## config.mk

```make
export PLATFORM = sky130hd
export DESIGN_NAME = eth_rx_parser
export DESIGN_NICKNAME = d
export VERILOG_FILES = /design/src/rtl/eth_pkg.sv /design/src/rtl/byte_skid_fifo.sv /design/src/rtl/eth_rx_parser.sv
export SDC_FILE = /design/constraint.sdc
export NUM_CORES = 1
export LEC_CHECK = 0
export CORE_ASPECT_RATIO = 1.75
export CORE_MARGIN = 1
export CORE_UTILIZATION = 35
export CTS_BUF_LIST = sky130_fd_sc_hd__clkbuf_2
export CTS_CLUSTER_SIZE = 16
export DETAILED_ROUTE_END_ITERATION = 12
export PLACE_DENSITY = 0.67
export SLEW_MARGIN = 0
export SYNTH_ARGS = -nofsm -noshare
export SYNTH_HDL_FRONTEND = slang
export SYNTH_SLANG_ARGS = --single-unit
export TNS_END_PERCENT = 5
```

## constraint.sdc

```tcl
create_clock -name rclk -period 2.85 [get_ports rclk]
set_input_delay 0.4275 -clock rclk [delete_from_list [all_inputs] [get_ports rclk]]
set_output_delay 0.4275 -clock rclk [all_outputs]
set_load 0.005 [all_outputs]
```

## src/rtl/eth_pkg.sv

```systemverilog
// Shared types and constants for the receive-side Ethernet frame parser.
// Holds the FSM state encoding, error codes and the header record.
package eth_pkg;

   typedef enum logic [1:0] {
      S_PREAMBLE = 2'd0,
      S_HEADER   = 2'd1,
      S_PAYLOAD  = 2'd2,
      S_DROP     = 2'd3
   } parser_state_e;

   localparam logic [7:0] PREAMBLE_BYTE = 8'h55;
   localparam logic [7:0] SFD_BYTE      = 8'hD5;
   localparam int         ETH_HDR_LEN   = 14;

   typedef enum logic [1:0] {
      ERR_PREAMBLE = 2'd0,
      ERR_RUNT     = 2'd1,
      ERR_OVERSIZE = 2'd2
   } eth_err_e;

   typedef struct packed {
      logic [47:0] dst;
      logic [47:0] src;
      logic [15:0] ethertype;
   } eth_hdr_t;

endpackage

```

## src/rtl/byte_skid_fifo.sv

```systemverilog
// Two-entry output buffer for {err, last, data} payload entries.
// Output entry holds stable while out_valid is high and out_ready is low.
module byte_skid_fifo #(
   parameter int W = 10
) (
   input  logic         rclk,
   input  logic         rrst_n,
   input  logic         push,
   input  logic [W-1:0] push_entry,
   output logic         out_valid,
   input  logic         out_ready,
   output logic [W-1:0] out_entry,
   output logic [1:0]   occ
);

   logic [W-1:0] mem [2];
   logic         wr_ptr;
   logic         rd_ptr;
   logic         pop;

   assign out_valid = (occ != 2'd0);
   assign pop       = out_valid && out_ready;
   assign out_entry = mem[rd_ptr];

   // The producer never pushes into a full buffer; its pop rule reserves room.
   always_ff @(posedge rclk or negedge rrst_n) begin
      if (!rrst_n) begin
         mem[0] <= '0;
         mem[1] <= '0;
         wr_ptr <= 1'b0;
         rd_ptr <= 1'b0;
         occ    <= 2'd0;
      end else begin
         if (push) begin
            mem[wr_ptr] <= push_entry;
            wr_ptr      <= !wr_ptr;
         end
         if (pop) rd_ptr <= !rd_ptr;
         occ <= occ + {1'b0, push} - {1'b0, pop};
      end
   end

endmodule

```

## src/rtl/eth_rx_parser.sv

```systemverilog
// Pops tagged bytes from the ingress FIFO, checks preamble/SFD, extracts the
// MAC/EtherType header and forwards payload on a valid/ready byte stream.
module eth_rx_parser
   import eth_pkg::*;
#(
   parameter int unsigned MIN_PREAMBLE = 1,
   parameter int unsigned MAX_FRAME    = 1518,
   parameter int unsigned CNT_WIDTH    = 16
) (
   input  logic                 rclk,
   input  logic                 rrst_n,
   input  logic                 fifo_empty,
   input  logic [8:0]           fifo_data,
   output logic                 fifo_ren,
   output logic                 hdr_valid,
   output logic [47:0]          hdr_dst_mac,
   output logic [47:0]          hdr_src_mac,
   output logic [15:0]          hdr_ethertype,
   // Payload handshake: a byte transfers on a rising rclk edge where
   // out_valid && out_ready; while out_valid && !out_ready the entry holds.
   output logic                 out_valid,
   input  logic                 out_ready,
   output logic [7:0]           out_data,
   output logic                 out_last,
   output logic                 out_err,
   output logic                 frame_err,
   output logic [1:0]           err_code,
   output logic [CNT_WIDTH-1:0] frame_cnt,
   output logic [CNT_WIDTH-1:0] err_cnt,
   output logic [1:0]           dbg_state
);

   localparam int         BCW     = $clog2(MAX_FRAME + 1);
   localparam logic [3:0] MIN_PRE = 4'(MIN_PREAMBLE);

   parser_state_e  state;
   logic [2:0]     pre_cnt;
   logic [BCW-1:0] byte_cnt;
   logic           inflight;
   logic           active;
   eth_hdr_t       hdr;

   logic [7:0]     rx_byte;
   logic           rx_last;
   logic           at_max;
   logic           push;
   logic [9:0]     push_entry;
   logic [9:0]     out_entry;
   logic [1:0]     occ;
   logic           pop;
   logic [2:0]     room_need;

   assign rx_byte    = fifo_data[7:0];
   assign rx_last    = fifo_data[8];
   assign at_max     = (byte_cnt == BCW'(MAX_FRAME - 1));
   assign push       = inflight && (state == S_PAYLOAD);
   assign push_entry = {at_max && !rx_last, rx_last || at_max, rx_byte};
   assign pop        = out_valid && out_ready;

   // Room check counts the byte already in flight from the FIFO, whose read
   // data arrives one cycle after fifo_ren.
   assign room_need = {1'b0, occ} - {2'b0, pop} + {2'b0, inflight};
   assign fifo_ren  = active && !fifo_empty && (room_need < 3'd2);

   assign hdr_dst_mac   = hdr.dst;
   assign hdr_src_mac   = hdr.src;
   assign hdr_ethertype = hdr.ethertype;
   assign dbg_state     = state;
   assign out_data      = out_entry[7:0];
   assign out_last      = out_entry[8];
   assign out_err       = out_entry[9];

   byte_skid_fifo #(.W(10)) u_skid (
      .rclk       (rclk),
      .rrst_n     (rrst_n),
      .push       (push),
      .push_entry (push_entry),
      .out_valid  (out_valid),
      .out_ready  (out_ready),
      .out_entry  (out_entry),
      .occ        (occ)
   );

   always_ff @(posedge rclk or negedge rrst_n) begin
      if (!rrst_n) begin
         state     <= S_PREAMBLE;
         pre_cnt   <= 3'd0;
         byte_cnt  <= '0;
         inflight  <= 1'b0;
         active    <= 1'b0;
         hdr       <= '0;
         hdr_valid <= 1'b0;
         frame_err <= 1'b0;
         err_code  <= 2'd0;
         frame_cnt <= '0;
         err_cnt   <= '0;
      end else begin
         active    <= 1'b1;
         inflight  <= fifo_ren;
         hdr_valid <= 1'b0;
         frame_err <= 1'b0;
         if (inflight) begin
            case (state)
               S_PREAMBLE: begin
                  if (rx_byte == PREAMBLE_BYTE) begin
                     if (rx_last)              pre_cnt <= 3'd0;
                     else if (pre_cnt != 3'd7) pre_cnt <= pre_cnt + 3'd1;
                  end else if (rx_byte == SFD_BYTE && {1'b0, pre_cnt} >= MIN_PRE) begin
                     pre_cnt <= 3'd0;
                     // A frame ending on its SFD carries no header at all.
                     if (rx_last) begin
                        frame_err <= 1'b1;
                        err_code  <= ERR_RUNT;
                        err_cnt   <= err_cnt + CNT_WIDTH'(1);
                     end else begin
                        state    <= S_HEADER;
                        byte_cnt <= '0;
                     end
                  end else begin
                     pre_cnt   <= 3'd0;
                     frame_err <= 1'b1;
                     err_code  <= ERR_PREAMBLE;
                     err_cnt   <= err_cnt + CNT_WIDTH'(1);
                     if (!rx_last) state <= S_DROP;
                  end
               end
               S_HEADER: begin
                  if (byte_cnt < BCW'(6))       hdr.dst       <= {hdr.dst[39:0], rx_byte};
                  else if (byte_cnt < BCW'(12)) hdr.src       <= {hdr.src[39:0], rx_byte};
                  else                          hdr.ethertype <= {hdr.ethertype[7:0], rx_byte};
                  byte_cnt <= byte_cnt + BCW'(1);
                  if (rx_last) begin
                     state     <= S_PREAMBLE;
                     frame_err <= 1'b1;
                     err_code  <= ERR_RUNT;
                     err_cnt   <= err_cnt + CNT_WIDTH'(1);
                  end else if (byte_cnt == BCW'(ETH_HDR_LEN - 1)) begin
                     state     <= S_PAYLOAD;
                     hdr_valid <= 1'b1;
                  end
               end
               S_PAYLOAD: begin
                  byte_cnt <= byte_cnt + BCW'(1);
                  if (rx_last) begin
                     state     <= S_PREAMBLE;
                     frame_cnt <= frame_cnt + CNT_WIDTH'(1);
                  end else if (at_max) begin
                     state     <= S_DROP;
                     frame_err <= 1'b1;
                     err_code  <= ERR_OVERSIZE;
                     err_cnt   <= err_cnt + CNT_WIDTH'(1);
                  end
               end
               S_DROP: begin
                  if (rx_last) state <= S_PREAMBLE;
               end
               default: state <= S_PREAMBLE;
            endcase
         end
      end
   end

endmodule

```

==> qor.csv <==
metric;value;unit
status;finished with violations;
failing checks;setup timing;
DR vias;6099;
largest net degree at the start of global routing;64;
Core Region;23520;um2
Starting Density;35.91;%
library cells used by synthesis;56;
GRT Total Usage;17.94;%
Sequential Power Share;43.8;%
WL/cell;17.46;um
die height;207.5;um
root buffer cell;clkbuf_2;
largest fanout on the critical path;2;
DP HPWL;15.01;mm
die width;119.4;um
Final Hold Fails;0;
Post-synth ARST share;100.0;%
routed wire length;21.16;mm
arrival time worst endpoint;2.81;ns
Startpoint Class;register;
Port Buffers;174;
Residual DRC;0;
measured slew at the worst slew-check pin;1.021;ns
Pint;5142;uW
Top Ports;175;
# rows;74;
leakage power;0.005211;uW
Yosys reg bits;190;
Avg Inst Size Synth;12.72;um2
Setup crit end kind;primary output;
Slew Viols, Final;0;
EDFF count, synth;0;
final design instance area without fill;11350;um2
Period Utilization, post-route;113.6;%
P&R area growth vs syn;34.45;%
Initial DRT Pass Iterations;4;
Worst Path Required;2.42;ns
Setup Skew;0.03650;ns
CTS tree;done;
Die Area;24780;um2
first-pass GRT wire length;34.13;mm
Clk pwr share;17.2;%
Pwr Density;690.7;nW/um2
Max-cap violations;0;
sequential area share after synthesis;56.30;%
Worst Slack Setup Final;-0.3872;ns
initial antenna violation count;1;
logic gate share of total power;39.0;%
Post-Syn Instances;664;
Synth Flop Type;dfrtp_1;
Mapped Area;8444;um2
YS warnings;0;
nets;923;
RSZ-0062 raised after global routing;yes;
switching share of total power;34.43;%
CTS Buf Count;17;
clock latency on the worst-skew pair;0.82;ns
crit path time final;3.237;ns
grt ovf;0;
P_sw;2700;uW
Detail Route Antenna Nets;0;
GPL Wtd Cong;0.8387;
Peak Freq;308.9;MHz
vias per cell;5.032;
post-layout power;7842;uW
clock buffer depth;2;
Worst-path clk slew;0.27;ns
Hold Path Class;input port to register;
syn nets;693;
Area after DPL;10830;um2
clock sink count;190;
CTS H-Tree Depth;4;
share of cells above drive strength 1;28.00;%
vias in the first global route;6153;
initial DRC count;415;
# setup viols final;3;
worst vdd ir;0.2826;mV
Setup Crit Path Kind;register to primary output;
slew margin rel.;31.77;%
==> per-layer routing <==
metal  track usage [%]  vias up  wire [um]
li1                  -     2835          -
met1             19.63     3071       8148
met2             32.80      152      11620
met3             3.599       41        707
met4             8.233        0        685
met5                 0        -          0
==> state kept, by name (all words and copies together) (netlist names), 3 cells and up <==
| register | cells |
|---|---|
| u_skid.mem | 20 |
| hdr_src_mac | 48 |
| hdr_ethertype | 16 |
| hdr_dst_mac | 48 |
| err_cnt | 16 |
| frame_cnt | 16 |
| byte_cnt | 11 |
| pre_cnt | 3 |
==> cell families (layout without fill, tap and decap cells) <==
logic type / after synthesis / count (layout) / share of synthesized area, %
simple gates: 179 / 179 / 11.34
other cells: 1 / 2 / 0.04441
xor+xnor: 19 / 19 / 1.971
flops: 190 / 190 / 56.30
compound gates: 70 / 70 / 5.542
buf+inv: 46 / 289 / 2.415
mux: 143 / 143 / 19.93
fa+ha+maj: 16 / 16 / 2.460
==> final timing paths <==
| check | startpoint | endpoint | slack, ns | depth (start not counted) |
|---|---|---|---|---|
| setup / recovery | u_skid.occ[1] | fifo_ren | -0.39 | 10 |
| hold / removal | fifo_empty | inflight | 0.14 | 2 |
| setup reg to reg | u_skid.occ[1] | u_skid.occ[1] | -0.23 | 23 |
| hold reg to reg | frame_cnt[15] | frame_cnt[15] | 0.49 | 1 |
| max in group asynchronous | rrst_n | frame_cnt[2] | 1.35 | 4 |
| min in group asynchronous | rrst_n | frame_cnt[7] | 0.64 | 3 |
==> power by group through the flow <==
stage / logic, uW / registers (uW) / clock network (uW)
final: 3060 / 3440 / 1350
after global placement: 2520 / 3470 / 0
after floorplan: 1330 / 3400 / 0
after global routing: 3320 / 3500 / 1520
after CTS: 3010 / 3440 / 1420
after detailed placement: 2560 / 3480 / 0
==> cell type report <==
type | count | area (um2)
Antenna cell | 1 | 2.502
Tap cell | 304 | 380.4
Sequential cell | 190 | 4756
Fill cell | 2125 | 12160
Multi-Input combinational cell | 428 | 3540
Clock buffer | 17 | 85.08
Clock inverter | 15 | 147.6
Timing Repair Buffer | 240 | 2376
Inverter | 17 | 66.31
==> cell usage in the layout (no fill, tap or decap), drive strengths merged, types with 3 or more instances in the layout <==
cell type,count
o21ai,21
nand4,10
clkinvlp,3
mux2,141
nor4,6
and4,3
nor2,22
and2,4
o2bb2ai,4
a211oi,4
o31ai,5
and3,10
o211ai,5
or3,5
clkbuf,18
clkinv,9
xor2,9
ha,15
dlymetal6s2s,6
inv,18
a21oi,8
nand3,25
xnor2,10
a22o,4
or4,7
dlygate4sd3,3
dfrtp,190
nand3b,7
clkdlybuf4s50,165
or2,3
nand2,53
nor3,9
nand2b,5
a31oi,5
buf,64
==> worst max-delay path, cell delays in order (launching register included) <==
cell and delay (ns):
dfrtp_1 0.46, inv_2 0.09, nand2_4 0.06, and2_4 0.16, ha_4 0.22, inv_4 0.05
nand2_2 0.04, fa_1 0.49, nand2_1 0.06, nor3_2 0.21, buf_2 0.15
==> stage by stage <==
| stage | hold slack (ns) | setup slack, ns | cells | setup TNS, ns | utilization, % |
|---|---|---|---|---|---|
| floorplan | 0.1319 | 0.4827 | 664 | 0 | - |
| detailed placement | 0.4512 | -0.2820 | 1157 | -1.270 | 46.07 |
| global route | 0.01212 | -0.5821 | 1212 | -1.139 | 48.28 |
| CTS | 0.003485 | -0.4695 | 1210 | -0.6107 | 48.14 |
| finish | 0.1391 | -0.3872 | 1212 | -0.7791 | 48.28 |
| global placement | 0.4538 | -0.2986 | 1157 | -1.389 | 46.07 |
==> Yosys cell counts, types with 10 or more instances <==
library cell  number  share of area [%]
mux2_4            20                3.6
o21ai_0           21                1.2
nand4_1           10               0.74
nand2_1           53                2.4
clkbuf_1          18               0.80
nor2_1            22               0.98
and3_1            10               0.74
xnor2_1           10                1.0
ha_1              15                2.2
dfrtp_1          190                 56
nand3_1           25                1.5
mux2_2           121                 16
inv_1             17               0.76
==> repair_timing <==
item	in CTS	in global routing
gates resized for setup	31	8
setup buffers	19	1
setup endpoints to repair	11	12
endpoints found under the hold margin	190	0
hold buffers	3	0
gates cloned	0	0
pin swaps	5	3
No activity file was read; power rests on OpenSTA's default activity.
